==> config.mk <==
export PLATFORM = sky130hd
export DESIGN_NAME = div_arbiter
export DESIGN_NICKNAME = d
export VERILOG_FILES = /design/src/rtl/div_arb_pkg.sv /design/src/rtl/div_arbiter_rr_pick2.sv /design/src/rtl/div_arbiter.sv
export SDC_FILE = /design/constraint.sdc
export NUM_CORES = 1
export LEC_CHECK = 0
export CAP_MARGIN = 20
export CORE_AREA = 2 2 115 89
export DETAILED_ROUTE_END_ITERATION = 12
export DIE_AREA = 0 0 117 91
export PLACE_DENSITY = 0.79
export SYNTH_ARGS = -nofsm -noshare
export SYNTH_HDL_FRONTEND = slang
export SYNTH_HIERARCHICAL = 1
export SYNTH_SLANG_ARGS = --single-unit
==> constraint.sdc <==
create_clock -name reloj -period 2.6 [get_ports reloj]
set_input_delay 0.52 -clock reloj [delete_from_list [all_inputs] [get_ports reloj]]
set_output_delay 0.52 -clock reloj [all_outputs]
set_load 0.02 [all_outputs]
==> src/rtl/div_arb_pkg.sv <==
// Shared definitions for the two-requester divider arbiter.
package div_arb_pkg;

  // Operand and result widths of the shared divider.
  localparam int DD_W  = 32;
  localparam int DV_W  = 16;
  localparam int Q_W   = 16;
  localparam int CNT_W = 8;

  // Default number of cycles a handshake phase may take before giving up.
  localparam logic [CNT_W-1:0] TMO_LIM_DEF = 8'd255;

  // Arbiter control states.
  typedef enum logic [2:0] {
    IDLE  = 3'd0,
    ISSUE = 3'd1,
    WAIT  = 3'd2,
    RESP  = 3'd3,
    ERR   = 3'd4
  } state_t;

endpackage

==> src/rtl/div_arbiter_rr_pick2.sv <==
// Two-way round-robin pick: on a tie the requester not served last wins.
module rr_pick2 (
  input  logic req0,
  input  logic req1,
  input  logic last,
  output logic gnt,
  output logic any
);

  // Tie goes to the opposite of the last grant; otherwise the lone requester.
  always_comb begin
    any = req0 | req1;
    gnt = (req0 & req1) ? ~last : req1;
  end

endmodule

==> src/rtl/div_arbiter.sv <==
// Shares one external divider between two requesters using a four-phase
// go/done handshake, with a per-phase watchdog that locks up on a dead divider.
module div_arbiter
  import div_arb_pkg::*;
#(
  parameter logic [CNT_W-1:0] TMO_LIM = TMO_LIM_DEF
) (
  input  logic            reloj,
  input  logic            reset,
  input  logic            req0,
  input  logic            req1,
  input  logic [DD_W-1:0] dd0,
  input  logic [DD_W-1:0] dd1,
  input  logic [DV_W-1:0] dv0,
  input  logic [DV_W-1:0] dv1,
  output logic            ack0,
  output logic            ack1,
  output logic [Q_W-1:0]  q_out,
  output logic            dz,
  output logic            tmo,
  output logic [DD_W-1:0] div_dd,
  output logic [DV_W-1:0] div_dv,
  output logic            div_go,
  input  logic            div_done,
  input  logic [Q_W-1:0]  div_q
);

  state_t             state_q, state_d;
  logic               gnt_q, gnt_d;
  logic               last_q, last_d;
  logic [CNT_W-1:0]   cnt_q, cnt_d;
  logic [DD_W-1:0]    div_dd_q, div_dd_d;
  logic [DV_W-1:0]    div_dv_q, div_dv_d;
  logic               div_go_q, div_go_d;
  logic [Q_W-1:0]     q_q, q_d;
  logic               dz_q, dz_d;
  logic               tmo_q, tmo_d;

  logic               pick_gnt;
  logic               pick_any;
  logic [CNT_W-1:0]   cnt_inc;

  rr_pick2 u_pick (
    .req0 (req0),
    .req1 (req1),
    .last (last_q),
    .gnt  (pick_gnt),
    .any  (pick_any)
  );

  assign cnt_inc = cnt_q + 1'b1;

  // Next-state and datapath decisions; every register holds unless changed.
  always_comb begin
    state_d  = state_q;
    gnt_d    = gnt_q;
    last_d   = last_q;
    cnt_d    = cnt_q;
    div_dd_d = div_dd_q;
    div_dv_d = div_dv_q;
    div_go_d = div_go_q;
    q_d      = q_q;
    dz_d     = dz_q;
    tmo_d    = tmo_q;
    case (state_q)
      IDLE: begin
        if (pick_any) begin
          gnt_d    = pick_gnt;
          div_dd_d = pick_gnt ? dd1 : dd0;
          div_dv_d = pick_gnt ? dv1 : dv0;
          cnt_d    = '0;
          div_go_d = 1'b1;
          state_d  = ISSUE;
        end
      end
      ISSUE: begin
        // Divider acknowledges the start by dropping done.
        if (!div_done) begin
          div_go_d = 1'b0;
          cnt_d    = '0;
          state_d  = WAIT;
        end else begin
          cnt_d = cnt_inc;
          if (cnt_inc == TMO_LIM) begin
            tmo_d    = 1'b1;
            div_go_d = 1'b0;
            state_d  = ERR;
          end
        end
      end
      WAIT: begin
        // Result is ready once done returns high.
        if (div_done) begin
          q_d     = div_q;
          dz_d    = (div_dv_q == '0);
          state_d = RESP;
        end else begin
          cnt_d = cnt_inc;
          if (cnt_inc == TMO_LIM) begin
            tmo_d    = 1'b1;
            div_go_d = 1'b0;
            state_d  = ERR;
          end
        end
      end
      RESP: begin
        last_d  = gnt_q;
        state_d = IDLE;
      end
      ERR: begin
        div_go_d = 1'b0;
        state_d  = ERR;
      end
      default: begin
        state_d  = IDLE;
        div_go_d = 1'b0;
      end
    endcase
  end

  // State and datapath registers, clocked on the falling edge of reloj.
  always_ff @(negedge reloj or negedge reset) begin
    if (!reset) begin
      state_q  <= IDLE;
      gnt_q    <= 1'b0;
      last_q   <= 1'b1;
      cnt_q    <= '0;
      div_dd_q <= '0;
      div_dv_q <= '0;
      div_go_q <= 1'b0;
      q_q      <= '0;
      dz_q     <= 1'b0;
      tmo_q    <= 1'b0;
    end else begin
      state_q  <= state_d;
      gnt_q    <= gnt_d;
      last_q   <= last_d;
      cnt_q    <= cnt_d;
      div_dd_q <= div_dd_d;
      div_dv_q <= div_dv_d;
      div_go_q <= div_go_d;
      q_q      <= q_d;
      dz_q     <= dz_d;
      tmo_q    <= tmo_d;
    end
  end

  // Acks are decoded from the response state so only one can ever be high.
  always_comb begin
    ack0 = (state_q == RESP) && !gnt_q;
    ack1 = (state_q == RESP) &&  gnt_q;
  end

  assign q_out  = q_q;
  assign dz     = dz_q;
  assign tmo    = tmo_q;
  assign div_dd = div_dd_q;
  assign div_dv = div_dv_q;
  assign div_go = div_go_q;

endmodule

After elaboration in Yosys (flattened, before gate mapping)
Index checks and enable logic that the tools add are counted.
{"block": "classes", "add_sub_neg": 1, "eq_ne": 8, "n_mux": 21, "bitwise": 4, "n_reduce_logical": 12}
{"op": "32-bit two-way mux", "count": 1}
{"op": "8-bit two-way mux", "count": 3}
{"op": "8-bit case mux with 3 select lines", "count": 1}
{"op": "16-bit logical NOT", "count": 1}
{"op": "16-bit two-way mux", "count": 1}
{"op": "3-bit two-way mux", "count": 4}
{"op": "3-bit case mux with 4 select lines", "count": 1}
{"op": "3-bit AND reduction", "count": 3}
{"op": "8-bit by 1-bit adder with 8-bit output (second input constant)", "count": 1}
{"op": "8-bit equality test (second input constant)", "count": 1}
{"op": "1-bit two-way mux", "count": 8}
{"op": "3-bit by 2-bit equality test with 1-bit output (second input constant)", "count": 2}
{"op": "2-bit != test (second input constant)", "count": 3}
{"op": "1-bit case mux with 4 select lines", "count": 1}
{"op": "2-bit AND reduction", "count": 2}
{"op": "3-bit by 1-bit equality test with 1-bit output (second input constant)", "count": 1}
{"op": "3-bit equality test (second input constant)", "count": 1}
{"op": "3-bit logical NOT", "count": 1}
{"op": "3-bit nonzero test", "count": 1}
{"op": "1-bit logical AND", "count": 2}
{"op": "1-bit inverter", "count": 2}
{"op": "1-bit case mux with 2 select lines", "count": 1}
{"op": "2-bit nonzero test", "count": 1}
{"op": "1-bit AND", "count": 1}
{"op": "2 further kinds", "count": 2}
{"block": "totals", "regBits": 80, "inputBits": 117, "output_inout_bits": 69, "word_cells": 56}

Logic depth before layout (Yosys ltp)
{"block": "logic_depth", "word_depth": 5, "ltp_mapped": 7, "mapped_depth_nobuf": 7}

Modules after synthesis
Netlist, hierarchy kept.
{"mod": "div_arbiter", "n_inst": 1, "cells_each": 347, "area_per_inst_um2": 3738.6, "seq_area_each_um2": 2003.2}
{"mod": "rr_pick2", "n_inst": 1, "cells_each": 2, "area_per_inst_um2": 13.8, "seq_area_each_um2": 0.0}

==> impl_metrics.env <==
export IMPL_antenna_found_initial=0
export IMPL_die_h_um=91
export IMPL_grt_busiest_layer="met2"
export IMPL_synth_net_count=468
export IMPL_synth_common_cells="79 x dfrtn_1, 56 x nor2_1, 50 x mux2i_1"
export IMPL_r2r_end="state_q[0]"
export IMPL_port_buffers=185
export IMPL_drtIter0Drc=238
export IMPL_overflow=0
export IMPL_crit_fanout=3
export IMPL_hold_end="tmo"
export IMPL_swShare=0.380
export IMPL_ys_types=39
export IMPL_met3_usage=0.0547
export IMPL_crit_path_end_kind="primary output"
export IMPL_fp_coreArea_mm2=0.00950
export IMPL_cts_buffer_depth=2
export IMPL_grt_first_pass_wirelength_mm=19.1
export IMPL_finalInstanceArea_mm2=0.00732
export IMPL_syn_area_mm2=0.00375
export IMPL_p_int_uw=5280
export IMPL_power_switching_uw=3240
export IMPL_synth_ff_type="dfrtn_1"
export IMPL_ios=186
export IMPL_worstMarginPinSlew_ps=408
export IMPL_status="finished, violations left"
export IMPL_dieArea_mm2=0.0106
export IMPL_worstReg2RegStart="cnt_q[0]"
export IMPL_synth_xor_xnor_area_share=0.00700
export IMPL_insertion_delay_ps=380
export IMPL_slew_violations=0
export IMPL_clock_sinks=80
export IMPL_hold_violations=0
export IMPL_drive_gt1_frac=0.433
export IMPL_vias=3751
export IMPL_path_class="flip-flop to primary output"
export IMPL_synth_simple_gate_area_frac=0.115
export IMPL_path_clk_slew_ps=50
export IMPL_yosysMostFrequentCell="dfrtn_1"
export IMPL_cp_arrival_ps=2540
export IMPL_nets=737
export IMPL_grt_pass1_vias=3897
export IMPL_detail_route_wl_per_cell_um=17.1
export IMPL_ir_drop_uv=556
export IMPL_wirelength_mm=12.9
export IMPL_synthMuxAreaShare=0.184
export IMPL_timing_final_ws_setup_ps=-459
export IMPL_failed_checks="negative setup slack"
export IMPL_syn2layout_area_growth_pct=95.2
export IMPL_ctsRootBufferMaster="clkbuf_16"
export IMPL_drc=0
export IMPL_min_delay_start="tmo"
export IMPL_async_flop_share=1.00
export IMPL_via_per_inst=4.97
export IMPL_cts_buffers=9
export IMPL_synth_cells=349
export IMPL_synth_top_family_by_area="multiplexers"
export IMPL_holdBufCountCts=0
export IMPL_rows=31
export IMPL_cts_max_level=3
export IMPL_reg2reg_depth=6
export IMPL_drtPass1Iterations=4
export IMPL_start_util=0.395
export IMPL_grt_usage=0.230
export IMPL_whs_ps=427
export IMPL_yosysSeqAreaShare=0.534
export IMPL_syn_area_per_cell_um2=10.8
export IMPL_synth_top_area_frac=0.527
export IMPL_yosys_area_top_type="dfrtn_1"
export IMPL_cts_tree="built"
export IMPL_synth_compound_area_frac=0.115
export IMPL_place_gp_congestion=0.799
export IMPL_finalSetupTns_ps=-10430
export IMPL_clkPwrFrac=0.139
export IMPL_critPathRequiredTime_ps=2080
export IMPL_leakagePower_uw=0.00323
export IMPL_dpl_worst_slack_ps=-885
export IMPL_ys_top_cells_by_area="dfrtn_1 53%, mux2i_1 13%, a21oi_1 6.5%"
export IMPL_synthAdderAreaFrac=0.00667
export IMPL_clock_skew_ps=55.2
export IMPL_drtAntennaViolNets=0
export IMPL_met1_usage=0.270
export IMPL_synth_warnings=6
export IMPL_combPwrFrac=0.592
export IMPL_slew_headroom=0.726
export IMPL_die_w_um=117
export IMPL_pwr_share_seq=0.269
export IMPL_rsz0062_at_grt="true"
export IMPL_finalSetupViolCount=98
export IMPL_hpwl_mm=8.20
export IMPL_max_cap_violations=0
export IMPL_crit_path_start_kind="flip-flop"
export IMPL_hold_path_class="flip-flop to flip-flop"
export IMPL_grt_use_met2=0.414
export IMPL_grt_max_degree=43
export IMPL_p_per_area_mw_per_mm2=1160
export IMPL_placed_area_mm2=0.00619
export IMPL_regToRegSetupSlack_ps=530
export IMPL_n_antenna_cell=0
export IMPL_ys_ff_latch=80
export IMPL_synth_edf_count=0
export IMPL_hold_depth=1
==> per-stage QoR <==
| step | util | instances | power (µW) |
|---|---|---|---|
| after floorplan | - | 349 | 4280 |
| after global placement | 0.651 | 684 | 5880 |
| after detailed placement | 0.651 | 684 | 6030 |
| after CTS | 0.742 | 737 | 8130 |
| after global routing | 0.771 | 755 | 8990 |
| final | 0.771 | 755 | 8520 |
==> layout by cell type (no fill, tap or decap), drive strengths merged, types with 9 or more instances in the layout <==
cell type,synthesis,final
nor2,56,56
buf,16,166
mux2i,50,50
a21oi,50,50
clkdlybuf4s50,0,112
clkbuf,6,11
mux2,17,17
dfrtn,79,79
nand2,9,9
o21ai,15,15
==> power by group through the flow <==
stage | Combinational [µW] | Sequential [µW] | Clock [µW]
4_1_cts | 4650 | 2270 | 1210
5_1_grt | 5350 | 2350 | 1280
2_1_floorplan | 1480 | 2790 | 4.81
6_report | 5050 | 2290 | 1180
3_5_place_dp | 3820 | 2200 | 4.81
3_3_place_gp | 3730 | 2150 | 4.81
==> final cells by class <==
cell class	instances	area [µm²]
clock buffers	9	225
clock inverters	8	57.6
fillers	584	2180
inverters	4	15.0
multi-input cells	242	1990
flip-flops and latches	80	2000
well taps	132	165
repair buffers	280	2870
==> kinds of logic (layout without fill, tap and decap cells) <==
group	Yosys count	after routing
AND/OR/NAND/NOR	92	92
XOR/XNOR	3	3
multiplexers	67	67
buffers and inverters	27	301
flip-flops	80	80
adder cells (fa/ha/maj)	2	2
AO/OA/AOI/OAI	78	78
==> flip-flops by register name, summed over array words and instances (netlist names) <==
name / flops
cnt_q: 8
div_dd: 32
div_dv: 16
div_go: 1
dz: 1
gnt_q: 1
last_q: 1
q_out: 16
state_q: 3
tmo: 1
==> how the worst max path moves through the flow <==
stage | endpoint | slack (ps) | cells after the start | startpoint
3_3_place_gp | div_dd[0] | -840 | 5 | req0
6_report | ack1 | -460 | 3 | state_q[1]
5_1_grt | ack1 | -500 | 3 | state_q[1]
3_5_place_dp | div_dd[9] | -880 | 5 | req0
2_1_floorplan | cnt_q[3] | -190 | 5 | div_done
4_1_cts | ack1 | -460 | 3 | state_q[1]
==> worst max-delay path, cell delays in order, from the launching register on <==
cell     delay [ps]
dfrtn_1         400
nor2b_4         190
and3_4          200
buf_6           120
==> routing by layer <==
layer  wire length, µm  share of wire  vias to the layer above
li1                  -              -                     1762
met1              5050           0.39                     1819
met2              6750           0.52                      150
met3               860          0.067                       20
met4               223          0.017                        0
met5                 0              0                        -
==> repair_timing <==
action                                  4_1_cts  5_1_grt
pin swaps                                     7        4
endpoints found under the setup margin      148      122
cloned                                        4        2
resized for setup                           473       23
buffers inserted                             35       17
Note: power is estimated with default switching activity, not from simulation.
